--- src/rtl/clip_pkg.sv ---
// Shared constants and helpers for the clip_sat_pipe operator family.
package clip_pkg;

  localparam int DEFAULT_CNT_WIDTH = 16;
  localparam int MAX_W             = 64;

  function automatic logic [MAX_W-1:0] width_mask(input int width);
    return (width >= MAX_W) ? '1 : ((MAX_W'(1) << width) - MAX_W'(1));
  endfunction

  // Flipping the sign bit of both operands turns a signed compare into an
  // unsigned one, so a single comparator serves both lane modes.
  function automatic logic cmp_lt(input logic [MAX_W-1:0] a,
                                  input logic [MAX_W-1:0] b,
                                  input int               width,
                                  input logic             sgn);
    logic [MAX_W-1:0] flip;
    flip = sgn ? (MAX_W'(1) << (width - 1)) : '0;
    return (a ^ flip) < (b ^ flip);
  endfunction

  function automatic logic [MAX_W-1:0] thr_lo(input int   level,
                                              input logic sgn,
                                              input int   width);
    logic [MAX_W-1:0] mag;
    logic [MAX_W-1:0] half;
    if (!sgn) return '0;
    mag  = MAX_W'(level);
    half = MAX_W'(1) << (width - 1);
    if (mag > half) mag = half;
    return (MAX_W'(0) - mag) & width_mask(width);
  endfunction

  function automatic logic [MAX_W-1:0] thr_hi(input int   level,
                                              input logic sgn,
                                              input int   width);
    logic [MAX_W-1:0] lim;
    logic [MAX_W-1:0] v;
    lim = sgn ? ((MAX_W'(1) << (width - 1)) - MAX_W'(1)) : width_mask(width);
    v   = MAX_W'(level - 1);
    return (v > lim) ? lim : v;
  endfunction

  function automatic int popcount(input logic [MAX_W-1:0] v);
    int n;
    n = 0;
    for (int i = 0; i < MAX_W; i++) n = n + 32'(v[i]);
    return n;
  endfunction

endpackage

--- src/rtl/clip_lane.sv ---
// One clipper lane: threshold compares on the incoming value, then the
// clamp select and saturation flag from the registered compare results.
module clip_lane import clip_pkg::*; #(
  parameter int WIDTH  = 8,
  parameter int SIGNED = 1
) (
  input  logic [WIDTH-1:0] x_i,
  input  logic [WIDTH-1:0] lo_i,
  input  logic [WIDTH-1:0] hi_i,
  output logic             lt_o,
  output logic             gt_o,
  input  logic [WIDTH-1:0] s1_x_i,
  input  logic [WIDTH-1:0] s1_lo_i,
  input  logic [WIDTH-1:0] s1_hi_i,
  input  logic             s1_lt_i,
  input  logic             s1_gt_i,
  output logic [WIDTH-1:0] z_o,
  output logic             flag_o
);

  localparam logic SGN = (SIGNED != 0);

  assign lt_o = cmp_lt(MAX_W'(x_i), MAX_W'(lo_i), WIDTH, SGN);
  assign gt_o = cmp_lt(MAX_W'(hi_i), MAX_W'(x_i), WIDTH, SGN);

  always_comb begin
    z_o = s1_x_i;
    if (s1_lt_i)      z_o = s1_lo_i;
    else if (s1_gt_i) z_o = s1_hi_i;
  end

  assign flag_o = s1_lt_i | s1_gt_i;

endmodule

--- src/rtl/clip_sat_pipe.sv ---
// Multi-lane saturating clipper with a two-stage valid/ready pipeline.
// Define CLIP_STATS_EN to build the sat_count event counter and clr_count.
module clip_sat_pipe import clip_pkg::*; #(
  parameter int WIDTH     = 8,
  parameter int CHANNELS  = 4,
  parameter int SIGNED    = 1,
  parameter int LEVEL     = 4,
  parameter int CNT_WIDTH = DEFAULT_CNT_WIDTH
) (
  input  logic                      clock,
  input  logic                      reset,
  input  logic                      cfg_we,
  input  logic [WIDTH-1:0]          cfg_lo,
  input  logic [WIDTH-1:0]          cfg_hi,
  output logic                      cfg_err,
  input  logic                      in_valid,
  output logic                      in_ready,
  input  logic [CHANNELS*WIDTH-1:0] x,
  output logic                      out_valid,
  input  logic                      out_ready,
  output logic [CHANNELS*WIDTH-1:0] z,
  output logic [CHANNELS-1:0]       sat_flags,
  input  logic                      clr_count,
  output logic [CNT_WIDTH-1:0]      sat_count
);

  localparam int               XW     = CHANNELS * WIDTH;
  localparam logic             SGN    = (SIGNED != 0);
  localparam logic [WIDTH-1:0] LO_RST = WIDTH'(thr_lo(LEVEL, SGN, WIDTH));
  localparam logic [WIDTH-1:0] HI_RST = WIDTH'(thr_hi(LEVEL, SGN, WIDTH));

  logic [WIDTH-1:0]    lo_q, hi_q, lo_d, hi_d;
  logic                cfg_err_q, cfg_err_d;
  logic                s1_valid_q, s1_valid_d;
  logic                s2_valid_q, s2_valid_d;
  logic [XW-1:0]       s1_x_q;
  logic [WIDTH-1:0]    s1_lo_q, s1_hi_q;
  logic [CHANNELS-1:0] s1_lt_q, s1_gt_q, lt_d, gt_d;
  logic [XW-1:0]       z_q, z_d;
  logic [CHANNELS-1:0] flags_q, flags_d;
  logic                s2_free, s1_adv, accept, xfer;

  assign s2_free    = !s2_valid_q || out_ready;
  assign s1_adv     = s1_valid_q && s2_free;
  assign in_ready   = !s1_valid_q || s2_free;
  assign accept     = in_valid && in_ready;
  assign xfer       = s2_valid_q && out_ready;
  assign s1_valid_d = accept || (s1_valid_q && !s1_adv);
  assign s2_valid_d = s1_adv || (s2_valid_q && !out_ready);

  // An inverted window is rejected whole; the previous thresholds stay live.
  always_comb begin
    lo_d      = lo_q;
    hi_d      = hi_q;
    cfg_err_d = cfg_err_q;
    if (cfg_we) begin
      if (cmp_lt(MAX_W'(cfg_hi), MAX_W'(cfg_lo), WIDTH, SGN)) begin
        cfg_err_d = 1'b1;
      end else begin
        lo_d      = cfg_lo;
        hi_d      = cfg_hi;
        cfg_err_d = 1'b0;
      end
    end
  end

  for (genvar i = 0; i < CHANNELS; i++) begin : g_lane
    clip_lane #(.WIDTH(WIDTH), .SIGNED(SIGNED)) u_lane (
      .x_i     (x[i*WIDTH +: WIDTH]),
      .lo_i    (lo_q),
      .hi_i    (hi_q),
      .lt_o    (lt_d[i]),
      .gt_o    (gt_d[i]),
      .s1_x_i  (s1_x_q[i*WIDTH +: WIDTH]),
      .s1_lo_i (s1_lo_q),
      .s1_hi_i (s1_hi_q),
      .s1_lt_i (s1_lt_q[i]),
      .s1_gt_i (s1_gt_q[i]),
      .z_o     (z_d[i*WIDTH +: WIDTH]),
      .flag_o  (flags_d[i])
    );
  end

  // S1 snapshots the thresholds with the beat so later writes cannot reach it.
  always_ff @(posedge clock or negedge reset) begin
    if (!reset) begin
      lo_q       <= LO_RST;
      hi_q       <= HI_RST;
      cfg_err_q  <= 1'b0;
      s1_valid_q <= 1'b0;
      s2_valid_q <= 1'b0;
      s1_x_q     <= '0;
      s1_lo_q    <= '0;
      s1_hi_q    <= '0;
      s1_lt_q    <= '0;
      s1_gt_q    <= '0;
      z_q        <= '0;
      flags_q    <= '0;
    end else begin
      lo_q       <= lo_d;
      hi_q       <= hi_d;
      cfg_err_q  <= cfg_err_d;
      s1_valid_q <= s1_valid_d;
      s2_valid_q <= s2_valid_d;
      if (accept) begin
        s1_x_q  <= x;
        s1_lo_q <= lo_q;
        s1_hi_q <= hi_q;
        s1_lt_q <= lt_d;
        s1_gt_q <= gt_d;
      end
      if (s1_adv) begin
        z_q     <= z_d;
        flags_q <= flags_d;
      end
    end
  end

  assign cfg_err   = cfg_err_q;
  assign out_valid = s2_valid_q;
  assign z         = z_q;
  assign sat_flags = flags_q;

`ifdef CLIP_STATS_EN
  localparam int             SW      = CNT_WIDTH + 8;
  localparam logic [SW-1:0]  CNT_MAX = {8'd0, {CNT_WIDTH{1'b1}}};

  logic [CNT_WIDTH-1:0] cnt_q, cnt_d;
  logic [SW-1:0]        cnt_sum;

  // Wide sum so a multi-lane increment near the top still saturates cleanly.
  always_comb begin
    cnt_sum = SW'(cnt_q) + SW'(popcount(MAX_W'(flags_q)));
    cnt_d   = cnt_q;
    if (clr_count)  cnt_d = '0;
    else if (xfer)  cnt_d = (cnt_sum > CNT_MAX) ? '1 : cnt_sum[CNT_WIDTH-1:0];
  end

  always_ff @(posedge clock or negedge reset) begin
    if (!reset) cnt_q <= '0;
    else        cnt_q <= cnt_d;
  end

  assign sat_count = cnt_q;
`else
  logic unused_stats;
  assign unused_stats = clr_count ^ xfer;
  assign sat_count    = '0;
`endif

endmodule
--- config.mk ---
export PLATFORM = sky130hd
export DESIGN_NAME = clip_sat_pipe
export DESIGN_NICKNAME = d
export VERILOG_FILES = /design/src/rtl/clip_pkg.sv /design/src/rtl/clip_lane.sv /design/src/rtl/clip_sat_pipe.sv
export SDC_FILE = /design/constraint.sdc
export NUM_CORES = 1
export LEC_CHECK = 0
export BUFFER_PORTS_ARGS = -buffer_cell sky130_fd_sc_hd__buf_2
export CORE_ASPECT_RATIO = 1.1
export CORE_MARGIN = 2
export CORE_UTILIZATION = 50
export DETAILED_ROUTE_END_ITERATION = 10
export GPL_ROUTABILITY_DRIVEN = 0
export PLACE_DENSITY = 0.82
export SLEW_MARGIN = 15
export SYNTH_ARGS = -nofsm -noshare
export SYNTH_HDL_FRONTEND = slang
export SYNTH_SLANG_ARGS = --single-unit
--- constraint.sdc ---
create_clock -name clock -period 1.75 [get_ports clock]
set_input_delay 0.2625 -clock clock [delete_from_list [all_inputs] [get_ports clock]]
set_output_delay 0.2625 -clock clock [all_outputs]
set_load 0.01 [all_outputs]
==> impl_summary.md, run 1 <==
Status
The run finished with clean final reports.

Floorplan
The starting density of the core is 0.514. The floorplan has 42 rows. The height of the chip is 121 µm. The die covers 13,300 µm². The total core area is 12,100 µm².

The die width is 110 µm. For this design the top-level I/O count stands at 109.

Route
In the routed design, unresolved DRC markers number 0. For this block, the via count after detailed routing is 5,005. The total routed wirelength is 15.6 mm. The via count normalized by instance count is 5.60. The detail route stage leaves a number of antenna-violating nets equal to 0. The pre-antenna-repair detailed-routing pass consisted of 5 iterations. The wire length per cell is 17.5 µm. The number of violations reported at the end of detailed-routing iteration 0 is 283.

Layout
The filler cells instantiated in the layout total 1,022. From synthesis to final layout, the design area changed by 17.4%. After the last flow step, the layout net total stands at 852. The antenna diode count is 0. Of the cells placed in the final design, the portion with a size suffix greater than 1 is 0.230.

With fillers left out, the area of the finished cells amounts to 7300 µm².

STA
The total negative setup slack is 0 ns. Timing would allow up to 0.576 GHz. The final number of hold-violating endpoints is 0. The count of final max-slew check failures is 0. The post-route worst setup slack is 0.0138 ns. Setup repair after global routing could not meet its margin everywhere. The minimum period implied by the final worst setup slack is 1.74 ns. In this run the tightest slew margin relative to its limit is 0.601.

The transition time at the pin with the least slew margin is 0.599 ns. The total of endpoints with negative setup slack in the final report is 0. The final critical-path share of the clock period is 0.992. The maximum clock skew at final layout is 0.00717 ns.

Worst hold path
The endpoint of the worst hold-timing path is s1_valid_q. In this run the most critical hold path is launched from in_valid. The number of cells traversed by the worst hold path is 2. The min-delay analysis places its worst path in the category input pin to flip-flop.

Power
The leakage power summed over all cells is 0.00368 µW. The areal power density over the cells is 1290 nW/µm². The design draws 9410 µW. The worst ir drop on vdd is 0.647 mV.

Logic synthesis
For this run, the leading register cell type out of synthesis is dfrtp_1. The unique cell type count in the Yosys netlist is 31. The number of storage elements in the synthesis netlist is 111. After synthesis, the cell types taking the most area are dfrtp_1, ha_1, o21ai_0. After synthesis, the mean cell area works out to 9.69 µm². The share of the Yosys chip area taken by registers is 0.449. For this run, the number of Yosys warnings is 0. The count of flip-flops with a built-in enable after synthesis is 0.

The synthesized design spends more area on one cell type than any other, namely dfrtp_1. The post-synth design cell area is 6210 µm². The cell count after synthesis came out at 641. Of the post-synthesis cell area, the dominant cell type holds 0.415. The async set or reset register ratio after synthesis is 1.00.

Placed design
Port buffering added 91 buffers. The placed instances occupy a cell area of 6930 µm². Prior to clock tree synthesis, the placed netlist has a worst setup slack of -0.136 ns. The estimated wirelength of the detail-placed design is 12.0 mm.

Global routing
The via count of the first global-routing pass is 5,115. The wire length of the first global-routing pass is 25.2 mm. The total overflow left after global routing is 0.

The number of antenna violations at the first check in global routing is 0. Entering global routing, the biggest net connects 73 pins. In the global route stage, overall resource usage came out at 0.249.

Worst setup path
Of all nets on the critical path, the largest fanout is 6. For the worst setup path, the data required time is 1.98 ns. In this run the critical register-to-register path is launched from lo_q[2].

The type of the worst setup path is flip-flop to flip-flop. Across all register-to-register paths, the minimum setup slack is 0.01 ns. The worst setup path is captured at a flip-flop.

The worst register-to-register path ends at s1_lt_q[0]. Data on the critical path arrives at its endpoint at 1.97 ns. The number of cells traversed by the worst register-to-register path is 7. The kind of start point of the critical path is a flip-flop.

CTS
In this run the clock root is driven by a clkbuf_16. The number of sinks on the clock net is 111. TritonCTS created 9 clock buffers. The clock tree from TritonCTS is done. Clock latency on the worst-skew pair, taken at its later pin, is 0.36 ns. No sink is reached through more buffers than the 2 on the longest clock path.

Clock-pin slew was measured on the worst setup and hold paths at 0.07 ns. The H-tree depth is 3.

Job
The reported max-cap violation count is 0.
placed cells by master, fill, tap and decap left out, types with 2 or more instances in the layout:
master       n
ha_1        61
nand2_1     80
buf_12       4
dfrtp_1    103
o21ai_0     93
conb_1      16
mux2_4       3
nand2_2      2
clkbuf_16    9
dfstp_2      8
buf_4       19
nor3b_1      5
a211oi_1     9
ha_4         2
inv_1       40
a21oi_1     43
o211ai_1     8
bufinv_16    3
nor2_1      44
o21ai_1      3
buf_2       90
o21a_1       8
a211o_1      8
nand2b_1     4
mux2i_1     39
mux2_2      19
inv_6        2
layout make-up:
cell class | instances | area [µm²] | area share
timing repair buffer | 114 | 683 | 0.0936
multi-input combinational | 456 | 3120 | 0.427
clock inverter | 5 | 104 | 0.0142
tap | 154 | 193 | 0.0264
sequential | 111 | 2790 | 0.382
clock buffer | 11 | 243 | 0.0333
inverter | 43 | 169 | 0.0232
report_power, final:
part	leakage, µW	switching [µW]	internal [µW]
clock network	0.000170	924	1440
logic	0.00217	1540	1340
registers	0.00134	879	3280
total	0.00368	3350	6060
synthesized netlist by cell type, types with 3 or more instances:
cell and n:
o21a_1 8, inv_1 43, buf_4 16, nor3b_1 5
buf_1 3, o21ai_0 96, mux2_4 3, a211oi_1 9
nand2_1 82, nor2_1 44, nand2b_1 4, mux2_2 19
o211ai_1 8, ha_1 63, clkbuf_1 23, mux2i_1 39
dfrtp_1 103, a21oi_1 44, dfstp_2 8, a211o_1 8
buf_2 3
per-stage QoR:
| step | hold slack, ns | utilization | instances |
|---|---|---|---|
| final | 0.123 | 0.604 | 894 |
| after global routing | 0.120 | 0.604 | 894 |
| after CTS | 0.126 | 0.603 | 893 |
| after detailed placement | 0.206 | 0.573 | 876 |
| after global placement | 0.203 | 0.573 | 876 |
| after floorplan | -0.0331 | - | 656 |
cells by family (layout without fill, tap and decap cells):
logic type      after synthesis  after routing  share of synthesized area
mux                          61             61                      0.105
fa+ha+maj                    63             63                      0.127
flops                       111            111                      0.449
compound gates              177            177                      0.162
buf+inv                      89            173                     0.0667
simple gates                139            139                     0.0910
other cells                   1             16                   0.000604
flip-flops by register name, summed over array words and instances, names as in the netlist:
| signal | flops |
|---|---|
| s1_lo_q | 8 |
| hi_q | 8 |
| z | 32 |
| sat_flags | 4 |
| lo_q | 8 |
| s1_lt_q | 4 |
| s1_x_q | 32 |
| s1_gt_q | 4 |
| out_valid | 1 |
| s1_valid_q | 1 |
| cfg_err | 1 |
| s1_hi_q | 8 |
worst max-delay path, stage by stage, from the launching register on:
cell and delay, ns:
dfstp_2 0.52, inv_1 0.15, ha_1 0.32, o21ai_0 0.07, nor2_1 0.13, o21ai_0 0.12
a21oi_1 0.19, o21ai_0 0.12
repair_timing:
| item | in CTS | in global routing |
|---|---|---|
| resized for setup | 0 | 4 |
| hold buffers | 1 | 0 |
| endpoints found under the hold margin | 27 | 0 |
| setup endpoints to repair | 0 | 7 |
| setup buffers | 0 | 1 |
layer usage:
layer	wire length, µm	global-route usage	share of wire
met5	0	0	0
met4	625	0.114	0.040
met3	975	0.0456	0.062
met1	6320	0.313	0.40
met2	7730	0.416	0.49
worst max-delay path by stage:
stage / startpoint / to / slack, ns
floorplan: cfg_lo[1] / hi_q[5] / 0.0001
global placement: cfg_lo[1] / hi_q[4] / -0.09
detailed placement: cfg_lo[2] / hi_q[2] / -0.14
CTS: lo_q[1] / s1_lt_q[0] / 0.01
global route: lo_q[2] / s1_lt_q[0] / -0.02
finish: lo_q[2] / s1_lt_q[0] / 0.01
Note: power is estimated with default switching activity, not from simulation.
==> run 2, diff against run 1 <==
==> constraint.sdc (replaced) <==
create_clock -name clock -period 1.75 [get_ports clock]
set_input_delay 0 -clock clock [delete_from_list [all_inputs] [get_ports clock]]
set_output_delay 0 -clock clock [all_outputs]
set_load 0.01 [all_outputs]
==> impl_summary.md, run 2 (synthesis results as in run 1) <==
CTS
The clock net in this run drives a total of 111 sinks. In this run the clock root is driven by a clkbuf_16. The clock latency reported for the late side of the worst-skew pair is 0.35 ns.

The deepest clock path buffer count is 2. After clock tree synthesis, the clock-pin slew on the worst setup and hold paths is 0.08 ns. The H-tree depth is 3. The clock tree from TritonCTS is done. The number of clock buffers inserted by TritonCTS is 9.

Layout
The layout overhead on the synthesized area is 25.4%. The number of antenna diodes in the final layout is 0. The multi-input combinational cells in the finished layout cover a total of 3190 µm². The filler cell count is 939. After the last flow step, the layout net total stands at 887.

In the final layout, the share of cells above drive strength 1 is 0.210. The sequential cell area in the final layout is 2790 µm². The most common library cell in the layout ignoring fill and taps is dfrtp_1. The count of placed standard cells in the final layout, fillers left out is 929. The library cells used most frequently in the layout, excluding fill and tap cells, are dfrtp_1, o21ai_0, buf_2.

STA
The final hold slack is 0.116 ns. The max-slew headroom at the worst pin is 0.612. Setup violations remaining at the end of the flow were counted as 0. The final critical-path share of the clock period is 0.996. The post-route worst setup slack is 0.00631 ns. The maximum frequency from static timing analysis is 0.573 GHz. The transition time at the pin with the least slew margin is 0.581 ns.

After layout, the minimum clock period comes to 1.74 ns. The count of final max-slew check failures was 0. Clock skew on the completed layout was measured at 0.0102 ns.

The final number of hold-violating endpoints is 0.

Placed design
The number of placed instances with taps included is 861. At the placement stage, the worst setup path has a slack of 0.0146 ns. The estimated wirelength of the detail-placed design is 11.3 mm.

The number of port buffers is 91.

Worst setup path
Data arrives at the worst endpoint at 2.01 ns. STA classifies the critical path startpoint as a flip-flop. Measured in cells, the most critical reg-to-reg path has a length of 5. The capturing element type of the critical path is a flip-flop. In this run the critical register-to-register path is launched from lo_q[5].

The type of the worst setup path is flip-flop to flip-flop. The source of the critical timing path is lo_q[5]. The required arrival time at the worst endpoint is 2.02 ns.

The peak fanout along the critical path is 6.

Route
After detailed routing, the number of remaining DRC violations is 0. The number of routed nets with antenna violations is 0. Using the TritonRoute via totals, the vias-per-cell ratio works out to 5.43. For this block, the via count after detailed routing is 5,046.

The final layout contains routed wiring with a total length of 16.1 mm. After detailed routing, the average wire length per cell comes to 17.3 µm. Before antenna repair, the detailed router went through 5 iterations. In this run, the number of DRC markers left after iteration 0 of detailed routing was 460.

Power
The worst-case IR drop observed on VDD is 0.753 mV. In this run the static leakage power is 0.00385 µW. The areal power density over the cells is 1200 nW/µm².

Floorplan
In this run the horizontal extent of the chip is 110 µm. The floorplan step defined a die boundary enclosing 13,300 µm². The number of primary I/O pins is 109. The core region is 12,100 µm². The starting density of the core is 0.514. The height of the chip is 121 µm. The floorplan has 42 rows.

Worst hold path
Counting instances, the worst hold path has a depth of 2. The class of the most critical hold timing path is input pin to flip-flop. In this run the most critical hold path is launched from cfg_hi[3].

Global routing
The number of antenna violations at the first check in global routing is 0. Across every metal layer, demand over resource in global routing totals 0.247. The wire length of the first global-routing pass is 25.0 mm. The via count of the first global-routing pass is 5,047. The global route total overflow is 0. The pin count of the biggest net entering global routing is 112.

Status
The run finished with clean final reports.

Job
The tool flagged a number of max-cap violations equal to 0.
-- run 2: cell types whose count changed in the layout (fill, tap and decap cells not counted), moves of 4 or more --
cell           delta
ha_4              +4
ha_1              -4
dlygate4sd3_1    +51
buf_2             -8
buf_4            -12
-- run 2: final timing paths --
check	end	slack [ns]
max	s1_lt_q[0]	0.006
min	hi_q[3]	0.12
max reg2reg	s1_lt_q[0]	0.006
min reg2reg	z[14]	0.48
max in group asynchronous	s1_x_q[22]	1.06
min in group asynchronous	z[9]	0.25
-- run 2: layout make-up --
cell class	instances	share of cell area
inverters	43	0.0212
repair buffers	149	0.146
clock inverters	6	0.00948
well taps	154	0.0247
flip-flops and latches	111	0.358
clock buffers	10	0.0307
multi-input cells	456	0.410
-- run 2: power by group --
group	switching (µW)	internal (µW)	total, µW
Sequential	879	3280	4150
Combinational	1580	1460	3040
Clock	970	1170	2140
Total	3430	5900	9330
-- run 2: worst max-delay path, cell delays in order, from the launching register on --
cell and delay [ns]:
dfstp_2 0.52, inv_1 0.16, ha_1 0.38, a211oi_1 0.32
a21oi_1 0.11, o21ai_0 0.17
-- run 2: routing by layer --
layer | up-vias | wire (µm) | global-route usage
li1 | 2457 | - | -
met1 | 2383 | 6730 | 0.322
met2 | 169 | 7990 | 0.421
met3 | 37 | 888 | 0.0408
met4 | 0 | 448 | 0.0742
met5 | - | 0 | 0
-- run 2: what timing repair did --
action                                  in CTS  in global routing
hold buffers                                53                  0
hold endpoints to repair                   154                  0
buffers inserted                             0                  6
resized for setup                            0                 26
endpoints found under the setup margin       0                 13
-- run 2: stage by stage --
step | TNS (ns) | cell area (µm²) | util | power [µW]
floorplan | 0 | 6270 | - | 5780
global placement | 0 | 6780 | 0.561 | 6770
detailed placement | 0 | 6780 | 0.561 | 6980
CTS | 0 | 7620 | 0.631 | 9200
global route | -0.0703 | 7790 | 0.645 | 9940
finish | 0 | 7790 | 0.645 | 9330
==> run 3, diff against run 2 <==
Settings changed: PLACE_DENSITY 0.82 to 0.81, SYNTH_HIERARCHICAL set to 1.
==> impl_summary.md, run 3 <==
Power
Internal power comes to 6870 µW. Of the total power, registers draw 0.434. The clock share of power is 0.204.

In this run the power density over the cells is 1320 nW/µm². Summed over all cells, the static leakage comes to 0.00411 µW. The combinational share of power is 0.362. Of the total power, the share spent switching nets is 0.365. The worst-case IR drop observed on VDD is 0.629 mV. Summed over all nets, the switching power comes to 3950 µW.

Layout
Of the cells placed in the final design, the portion with a size suffix greater than 1 is 0.362. The library cells used most frequently in the layout, excluding fill and tap cells, are dfrtp_1, mux2_2, buf_2. The number of antenna diodes in the final layout is 0. The most common library cell in the layout ignoring fill and taps is dfrtp_1. After filler insertion, the fill cell instance count of the layout stands at 926. The post-layout net count is 847. Excluding fillers, the count of instances in the completed layout stands at 892.

The layout overhead on the synthesized area is 24.5%.

Global routing
For this run the aggregate overflow at the end of global routing stands at 0. The wire length of the first global-routing pass is 27.2 mm. For this run, the total global-route usage over all layers was measured as 0.247. The via count of the first global-routing pass is 5,177. Entering global routing, the biggest net connects 48 pins. The number of antenna violations at the first check in global routing is 0.

Logic synthesis
The async set or reset register ratio after synthesis is 1.00. The top cell type by total area after synthesis is dfrtp_1. The gate count after technology mapping is 580. The number of storage elements in the synthesis netlist is 111. After synthesis, the cell types taking the most area are dfrtp_1, mux2_2, ha_1. The parity-gate share of the synthesized area counting xor and xnor cells is 0.

The simple-gate share of the synthesized area is 0.0592. The share of the synthesized area in compound gates (AO/OA/AOI/OAI) is 0.0853. The prevailing post-synth register cell is dfrtp_1. The synthesized area per cell is 11.3 µm². For this run, the number of Yosys warnings is 6. The mapped netlist covers 6570 µm². After synthesis, the largest family of logic cells by area is multiplexers.

Of the post-synthesis cell area, the dominant cell type holds 0.392. The unique cell type count in the Yosys netlist is 40. For this run, the register share of the synthesized area comes to 0.424. The count of flip-flops with a built-in enable after synthesis is 0.

Sorting the synthesized cells by how often they occur yields dfrtp_1, mux2_2, inv_1. The adder and majority gate portion of the synthesized area is 0.120. The mux cell area share after synthesis is 0.239. The most frequently used cell type in the post-synthesis netlist is dfrtp_1.

Floorplan
The die covers 14,100 µm². The total core area is 12,800 µm². The starting density of the core is 0.516. Pin placement for this block handled 109 I/O pins. The standard-cell row count is 43. The height of the chip is 124 µm. From left edge to right edge, the die measures 113 µm.

Placed design
Input and output buffers added on the ports amount to 91. OpenSTA, run right after detailed placement, puts the worst setup slack at -0.0255 ns. Once detailed placement completed, the half-perimeter wirelength came to 12.3 mm.

The number of placed instances, taps included, is 817.

Route
The number of violations reported at the end of detailed-routing iteration 0 is 289. Summed over all layers, the routed wires come to 17.7 mm. Once detail routing completed, the nets flagged for antenna violations numbered 0. In the routed layout, each cell is associated on average with a via count of 5.74.

Dividing the detail-routed wire length by the instance count gives 19.8 µm. The first-pass iteration count of the detailed router is 5. The routed via count is 5,122.

The count of unresolved DRC violations after routing is 0.

STA
Once routing completed, OpenROAD measured the worst setup slack at -0.114 ns. The final number of hold-violating endpoints is 0. Dividing the final minimum period by the clock period gives 1.07. The total negative setup slack is -0.125 ns. The max-slew headroom at the worst pin is 0.558. Subtracting the final worst setup slack from the clock period gives 1.86 ns.

The maximum frequency from static timing analysis is 0.536 GHz. Setup violations remaining at the end of the flow were counted as 2. Setup repair after global routing could not meet its margin everywhere.

On the final layout, the worst clock skew is 0.00714 ns. At the pin with the least slew margin, the transition time is 0.662 ns. The count of final max-slew check failures was 0.

Worst setup path
The internal reg-to-reg setup slack is -0.11 ns. The number of buffers and inverters on the critical path is 1. The kind of start point of the critical path is a flip-flop. The data arrival time of the critical path is 2.10 ns. The worst setup path is captured at a flip-flop. The peak fanout along the critical path is 6. Following the worst setup path forward leads to its endpoint at s1_lt_q[1]. In this run the critical register-to-register path is captured at s1_lt_q[1].

The kind of cell with the highest combined delay along the critical path is flip-flops. For this run, the slowest stage of the critical path takes 0.63 ns. By startpoint and endpoint, the worst setup path is classified as flip-flop to flip-flop. The signal on the critical path passes through inv_2 -> ha_4 -> o211ai_1 -> o21ai_1 -> a41oi_2 -> mux2_4. The required arrival time at the worst endpoint is 1.99 ns.

On the critical path, the stage with the largest delay is an instance of dfstp_2. The worst register-to-register path has a depth of 6. The source of the critical timing path is lo_q[4].

The source of the worst register-to-register timing path is lo_q[4]. The path length in cells of the critical path is 6.

CTS
The clock edge transition at the registers on the reported setup and hold paths is 0.07 ns. The number of sinks on the clock net is 111. Clock latency on the worst-skew pair, taken at its later pin, is 0.35 ns.

The clock tree from TritonCTS is done. The number of clock buffers inserted by TritonCTS is 9. The clock tree root driver cell is clkbuf_16. The H-tree depth is 3.

Counting along the longest clock path gives a buffer depth of 2.

Job
The reported max-cap violation count is 0.

Status
The final reports fail on setup timing. The flow ran to the end, but the final reports show violations.

Worst hold path
The tightest min-delay check is of the input pin to asynchronous set/reset pin type.
run 3: worst register-to-register path: cells and delay by family, from the launching register on:
family	cells	cell delay [ns]
AOI/OAI and AO/OA	3	0.49
adders and majority gates	1	0.27
buffers and inverters	1	0.08
DFF	1	0.63
muxes	1	0.29
run 3: logic make-up (layout without fill, tap and decap cells):
family	Yosys count	in the layout
mux	140	140
flops	111	111
simple gates	80	80
compound gates	87	87
other cells	1	16
buf+inv	98	238
fa+ha+maj	63	63
run 3: final cells by class:
| cell class | count | area [µm²] | share of cell area |
|---|---|---|---|
| multi-input cells | 386 | 3460 | 0.423 |
| flip-flops and latches | 111 | 2790 | 0.341 |
| repair buffers | 158 | 1170 | 0.143 |
| clock buffers | 13 | 280 | 0.0342 |
| inverters | 64 | 240 | 0.0293 |
| well taps | 157 | 196 | 0.0240 |
| clock inverters | 3 | 47.5 | 0.00581 |
run 3: power by group through the flow:
stage	sequential [µW]	combinational (µW)	clock [µW]
after floorplan	4200	2620	0
after global routing	4790	4310	2310
after CTS	4650	3770	2220
final	4690	3910	2210
after detailed placement	4690	3620	0
after global placement	4620	3400	0
run 3: what timing repair did:
item | in CTS | in global routing
setup buffers | 2 | 4
setup endpoints to repair | 2 | 16
hold endpoints to repair | 87 | 0
pin swaps | 0 | 7
gates resized for setup | 2 | 12
hold buffers | 53 | 0
run 3: worst min-delay path by stage:
stage / start / end
2_1_floorplan: reset / cfg_err
3_3_place_gp: reset / z[4]
3_5_place_dp: reset / z[7]
4_1_cts: reset / z[3]
5_1_grt: reset / z[4]
6_report: reset / s1_x_q[1]
run 3: metal layers:
| layer | GRT usage | share of wire | vias up |
|---|---|---|---|
| met2 | 0.422 | 0.49 | 216 |
| met5 | 0 | 0 | - |
| met3 | 0.0321 | 0.070 | 60 |
| li1 | - | - | 2296 |
| met4 | 0.116 | 0.040 | 0 |
| met1 | 0.310 | 0.40 | 2550 |
run 3: per-stage QoR:
stage               total power [µW]  instance area (µm²)  hold WS (ns)   util
CTS                            10600                 8070         0.240  0.633
floorplan                       6820                 6630        -0.296      -
finish                         10800                 8190         0.230  0.642
global route                   11400                 8190         0.292  0.642
detailed placement              8310                 7190        0.0741  0.564
global placement                8010                 7190        0.0553  0.564
